===== src/rtl/posit_encoder_pkg.sv =====
// Shared posit types and helpers for the encoder datapath.
package posit_encoder_pkg;

  typedef enum logic {POS = 1'b0, NEG = 1'b1} sign_t;

  typedef enum logic [1:0] {SAT_NONE, SAT_MAX, SAT_MIN} posit_sat_t;

  localparam int unsigned MaxWidth = 32;

  function automatic logic [MaxWidth-1:0] two_comp(logic [MaxWidth-1:0] x);
    return ~x + MaxWidth'(1);
  endfunction

  // NaR pattern: a single 1 in the sign position of a width-bit posit.
  function automatic logic [MaxWidth-1:0] posit_nar(int unsigned width);
    return MaxWidth'(1) << (width - 1);
  endfunction

endpackage


===== src/rtl/posit_round_rne.sv =====
// Round-to-nearest-even on the posit magnitude, clamped to [minpos, maxpos].
module posit_round_rne import posit_encoder_pkg::*; #(
  parameter int unsigned WIDTH = 7
) (
  input  logic [WIDTH-2:0] mag,
  input  logic             guard,
  input  logic             sticky,
  input  posit_sat_t       sat,
  output logic [WIDTH-2:0] rounded
);

  localparam logic [WIDTH-2:0] MaxPos = '1;
  localparam logic [WIDTH-2:0] MinPos = (WIDTH-1)'(1);

  logic             inc;
  logic [WIDTH-1:0] sum;

  always_comb begin
    inc     = guard & (mag[0] | sticky);
    sum     = {1'b0, mag} + {{(WIDTH-1){1'b0}}, inc};
    rounded = sum[WIDTH-2:0];
    unique case (sat)
      SAT_MAX: rounded = MaxPos;
      SAT_MIN: rounded = MinPos;
      default: begin
        // A nonzero value must never round into the sign bit or down to zero.
        if (sum[WIDTH-1]) begin
          rounded = MaxPos;
        end else if (sum[WIDTH-2:0] == '0) begin
          rounded = MinPos;
        end
      end
    endcase
  end

endmodule


===== src/rtl/posit_encoder.sv =====
// Two-stage valid/ready posit encoder: stage 1 builds the regime/exponent/fraction
// bitstream, stage 2 rounds, applies sign and substitutes zero/NaR.
module posit_encoder import posit_encoder_pkg::*; #(
  parameter int unsigned WIDTH = 7,
  parameter int unsigned EN    = 1,
  parameter int unsigned W_REG = $clog2(WIDTH) + 1,
  parameter int unsigned W_EXP = $clog2(WIDTH) + 1,
  parameter int unsigned W_MAN = WIDTH
) (
  input  logic                    clk,
  input  logic                    rst,
  input  logic                    in_valid,
  output logic                    in_ready,
  input  sign_t                   in_sign,
  input  logic signed [W_REG-1:0] in_regime,
  input  logic        [W_EXP-1:0] in_exponent,
  input  logic        [W_MAN-1:0] in_mantissa,
  input  logic                    in_zero,
  input  logic                    in_nar,
  output logic                    out_valid,
  input  logic                    out_ready,
  output logic        [WIDTH-1:0] out_posit
);

  localparam int unsigned MW    = WIDTH - 1;
  localparam int unsigned TailW = EN + W_MAN - 1;
  localparam int unsigned SW    = MW + TailW;
  localparam logic [MaxWidth-1:0] NarWord = posit_nar(WIDTH);

  logic adv;

  // Stage 1 combinational
  int              k;
  logic [31:0]     k_mag;
  logic [SW-1:0]   regime_bits;
  logic [SW-1:0]   tail_bits;
  logic [SW-1:0]   stream;
  posit_sat_t      sat_d;

  // Stage 1 registers
  logic            s1_valid_q;
  logic [MW-1:0]   s1_mag_q;
  logic            s1_guard_q;
  logic            s1_sticky_q;
  sign_t           s1_sign_q;
  logic            s1_zero_q;
  logic            s1_nar_q;
  posit_sat_t      s1_sat_q;

  // Stage 2
  logic [MW-1:0]        rounded;
  logic [MaxWidth-1:0]  neg_word;
  logic [WIDTH-1:0]     posit_d;
  logic                 out_valid_q;
  logic [WIDTH-1:0]     out_posit_q;

  assign adv       = !out_valid_q || out_ready;
  assign in_ready  = adv;
  assign out_valid = out_valid_q;
  assign out_posit = out_posit_q;

  always_comb begin
    k     = int'(in_regime);
    k_mag = (k < 0) ? two_comp(k) : k;
    sat_d = SAT_NONE;
    if (k >= int'(WIDTH) - 2) begin
      sat_d = SAT_MAX;
    end else if (k < 2 - int'(WIDTH)) begin
      sat_d = SAT_MIN;
    end
    // Regime run as a shifted constant: k+1 leading ones, or a lone 1 after -k zeros.
    if (k >= 0) begin
      regime_bits = ~({SW{1'b1}} >> (k_mag + 32'd1));
      tail_bits   = {in_exponent[EN-1:0], in_mantissa[W_MAN-2:0], {MW{1'b0}}}
                    >> (k_mag + 32'd2);
    end else begin
      regime_bits = {1'b1, {(SW-1){1'b0}}} >> k_mag;
      tail_bits   = {in_exponent[EN-1:0], in_mantissa[W_MAN-2:0], {MW{1'b0}}}
                    >> (k_mag + 32'd1);
    end
    stream = regime_bits | tail_bits;
  end

  posit_round_rne #(
    .WIDTH(WIDTH)
  ) u_round (
    .mag    (s1_mag_q),
    .guard  (s1_guard_q),
    .sticky (s1_sticky_q),
    .sat    (s1_sat_q),
    .rounded(rounded)
  );

  always_comb begin
    neg_word = two_comp(MaxWidth'({1'b0, rounded}));
    posit_d  = {1'b0, rounded};
    if (s1_nar_q) begin
      posit_d = NarWord[WIDTH-1:0];
    end else if (s1_zero_q) begin
      posit_d = '0;
    end else if (s1_sign_q == NEG) begin
      posit_d = neg_word[WIDTH-1:0];
    end
  end

  always_ff @(posedge clk or posedge rst) begin
    if (rst) begin
      s1_valid_q  <= 1'b0;
      s1_mag_q    <= '0;
      s1_guard_q  <= 1'b0;
      s1_sticky_q <= 1'b0;
      s1_sign_q   <= POS;
      s1_zero_q   <= 1'b0;
      s1_nar_q    <= 1'b0;
      s1_sat_q    <= SAT_NONE;
      out_valid_q <= 1'b0;
      out_posit_q <= '0;
    end else if (adv) begin
      s1_valid_q  <= in_valid;
      out_valid_q <= s1_valid_q;
      if (in_valid) begin
        s1_mag_q    <= stream[SW-1 -: MW];
        s1_guard_q  <= stream[SW-WIDTH];
        s1_sticky_q <= |stream[SW-WIDTH-1:0];
        s1_sign_q   <= in_sign;
        s1_zero_q   <= in_zero;
        s1_nar_q    <= in_nar;
        s1_sat_q    <= sat_d;
      end
      if (s1_valid_q) begin
        out_posit_q <= posit_d;
      end
    end
  end

  // Exponent bits above EN and the hidden bit are don't-cares by definition.
  logic unused_bits;
  assign unused_bits = ^{in_exponent[W_EXP-1:EN], in_mantissa[W_MAN-1],
                         neg_word[MaxWidth-1:WIDTH], NarWord[MaxWidth-1:WIDTH]};

endmodule


===== config.mk =====
export PLATFORM = sky130hd
export DESIGN_NAME = posit_encoder
export DESIGN_NICKNAME = d
export VERILOG_FILES = /design/src/rtl/posit_encoder_pkg.sv /design/src/rtl/posit_round_rne.sv /design/src/rtl/posit_encoder.sv
export SDC_FILE = /design/constraint.sdc
export NUM_CORES = 1
export LEC_CHECK = 0
export CAP_MARGIN = 20
export CORE_MARGIN = 4
export CORE_UTILIZATION = 55
export DETAILED_ROUTE_END_ITERATION = 16
export HOLD_SLACK_MARGIN = 0.12
export PLACE_DENSITY = 0.85
export SYNTH_ARGS = -nofsm -noshare
export SYNTH_HDL_FRONTEND = slang
export SYNTH_SLANG_ARGS = --single-unit

===== constraint.sdc =====
create_clock -name clk -period 3.25 [get_ports clk]
set_clock_uncertainty 0.15 [all_clocks]
set_input_delay 0.4875 -clock clk [delete_from_list [all_inputs] [get_ports clk]]
set_output_delay 0.4875 -clock clk [all_outputs]
set_load 0.02 [all_outputs]

==> summary.txt <==
Power and ir drop
  • Max VDD drop: 0.0002202 V
  • Power Density: 519.9 nW/um2
  • Pwr Total: 1.328 mW
  • Leak pwr: 1.091 nW

Final layout
  • Antenna Cells: 0
  • Layout cells sized above 1: 0.1178
  • Non-filler instance count after layout: 345
  • Layout area overhead: 18.79%
  • Fin util: 0.6875
  • Net count, final: 331
  • Filler cell count: 326

Clock tree
  • CTS root buffer: clkbuf_8
  • Clk_lat worst skew: 0.26 ns
  • Clk buf depth: 2
  • Num CTS Buffers: 3
  • Post-CTS Setup Repair Bufs: 0
  • H-tree levels: 1
  • Clk pin slew, worst setup/hold paths: 0.08 ns
  • TritonCTS clock tree: done
  • Post-CTS Hold Buffers: 0
  • Clock sinks: 22
  • Post-CTS sizing: 0

Synth
  • Seq cells post-synth: 22
  • Post-synth EDFFs: 0
  • Post-synth top area share: 0.2560
  • Most frequent cells after synthesis: nand2_1, dfrtp_1, nor2_1
  • Synth Flop Type: dfrtp_1
  • Unique cell type count in the Yosys netlist: 62
  • Synth area leader: dfrtp_1
  • Most frequent cell after synthesis: nand2_1
  • Cell Area, Synth: 2151 um2
  • Syn Area/Cell: 8.055 um2
  • Gate Count Post-Synth: 267
  • Seq/Total Area, Yosys: 0.2560
  • Synth top area cells: dfrtp_1, nand2_1, ha_1, mux2i_1, o21ai_0
  • Async S/R FF share, synth: 1.000
  • Yosys warns: 0
  • Syn_nets: 300

Route
  • Routed WL per cell: 15.49 um
  • Iter 0 DRT Violations: 242
  • Via Count: 2120
  • DRC Markers: 0
  • Drt pass-1 iters: 6
  • Final ANT Viol Nets: 0
  • WL final: 5343 um
  • Via density: 6.145

STA
  • RSZ-0062 raised after global routing: no
  • Final setup violation count: 0
  • Setup_tns: 0 ns
  • Fin crit share: 0.9234
  • Final Critical Period: 3.001 ns
  • Final Hold Vio Count: 0
  • Measured slew at the worst slew-check pin: 0.8390 ns
  • Worst rel slew slack: 0.4400
  • Final number of max-transition violations: 0
  • Peak Freq: 333.2 MHz

Flow run
  • Max cap viols: 0

Setup path
  • Crit path DAT: 2.98 ns
  • Crit. End Element: register
  • Crit path max fanout: 6
  • R2r setup slk: 0.41 ns
  • Startpoint Class: input pin
  • WS Path Type: in -> reg
  • CP Data Required Time: 3.23 ns

Die
  • Io pins: 31
  • Die height: 70.54 um
  • Core area: 3716 um2
  • Die X: 70.54 um
  • Starting Density: 0.5788
  • Die area: 4975 um2
  • Row count: 22

Global route
  • M1 GR Usage: 0.2927
  • Grt met3 use: 0.01136
  • Grt total ovfl: 0
  • M2 GR Usage: 0.3732
  • Busiest layer in global routing: met2
  • Antenna violations before repair: 0
  • First-pass GRT wire length: 9066 um
  • Largest net degree at the start of global routing: 25
  • Total GRT Usage: 0.2170
  • Vias in the first global route: 2004

Place
  • IO buf count: 26
  • GP Congestion: 0.9169
  • Placed Instances: 341
  • Detail Placement HPWL: 4116 um

Hold path
  • HP Class: reg -> reg

Status
  • Status: finished clean
## layout by cell type, fill, tap and decap left out, types with 8 or more instances in the layout
cell type | Yosys | routed
dfrtp_1 | 22 | 22
o21ai_0 | 16 | 16
a21oi_1 | 13 | 13
nand3_1 | 8 | 8
mux2i_1 | 11 | 11
nor2_1 | 21 | 21
buf_4 | 2 | 16
clkdlybuf4s50_1 | 0 | 26
nand2_1 | 39 | 39
ha_1 | 11 | 11
## state kept, by name (all words and copies together) (netlist names)
name         count
out_posit        7
s1_mag_q         6
s1_sat_q         2
out_valid        1
s1_guard_q       1
s1_nar_q         1
s1_sign_q        1
s1_sticky_q      1
s1_valid_q       1
s1_zero_q        1
## through the flow
step | setup WS, ns | cell area (um2) | hold slack (ns)
after floorplan | 0.3432 | 2151 | 0.2865
after global placement | 0.02303 | 2484 | 0.3037
after detailed placement | -0.03194 | 2484 | 0.3167
after CTS | 0.2434 | 2555 | 0.3386
after global routing | 0.05247 | 2555 | 0.3784
final | 0.2490 | 2555 | 0.3306
## cell families (layout without fill, tap and decap cells)
family,after synthesis,in the layout,share of synthesized area
buffers and inverters,25,55,0.06573
xor gates and xnor gates,10,10,0.05992
AOI/OAI and AO/OA,81,81,0.2531
adders and majority gates,11,11,0.06399
muxes,14,14,0.06864
and+or+nand+nor,104,104,0.2327
DFF,22,22,0.2560
## worst paths after layout
kind                            cells after the start    startpoint            to
worst max-delay path                               12  in_regime[1]   s1_mag_q[1]
worst min-delay path                                2  out_posit[0]  out_posit[0]
worst max register to register                     11   s1_mag_q[0]  out_posit[6]
worst min register to register                      2  out_posit[0]  out_posit[0]
max in group asynchronous                           2           rst   s1_mag_q[4]
min in group asynchronous                           2           rst      s1_nar_q
## per-layer routing
metal  up-vias  part of all wire  wire (um)
met3         8             0.051        270
met4         0             0.014         75
met2        82              0.51       2733
met5         -                 0          0
met1      1003              0.42       2264
li1       1027                 -          -
## where the power goes
part / switching, mW / internal [mW] / total, mW
Combinational: 0.362 / 0.306 / 0.668
Sequential: 0.0614 / 0.343 / 0.405
Clock: 0.0912 / 0.165 / 0.256
## critical path, cell delays in order
cell and delay [ns]:
clkdlybuf4s50_1 0.49, inv_1 0.08, ha_1 0.29, nand2_1 0.08
nand2_1 0.07, ha_1 0.35, o21ai_1 0.31, buf_4 0.21
mux2i_1 0.19, mux2i_1 0.10, a22oi_1 0.25, o21ai_1 0.09
## cell type report
| cell class | instances | area, um2 | area share |
|---|---|---|---|
| Clock buffer | 3 | 41.29 | 0.01616 |
| Sequential cell | 22 | 550.5 | 0.2155 |
| Tap cell | 48 | 60.06 | 0.02351 |
| Multi-Input combinational cell | 220 | 1459 | 0.5710 |
| Inverter | 9 | 33.78 | 0.01322 |
| Clock inverter | 1 | 30.03 | 0.01175 |
| Timing Repair Buffer | 42 | 380.4 | 0.1489 |
No activity file was read; power rests on OpenSTA's default activity.
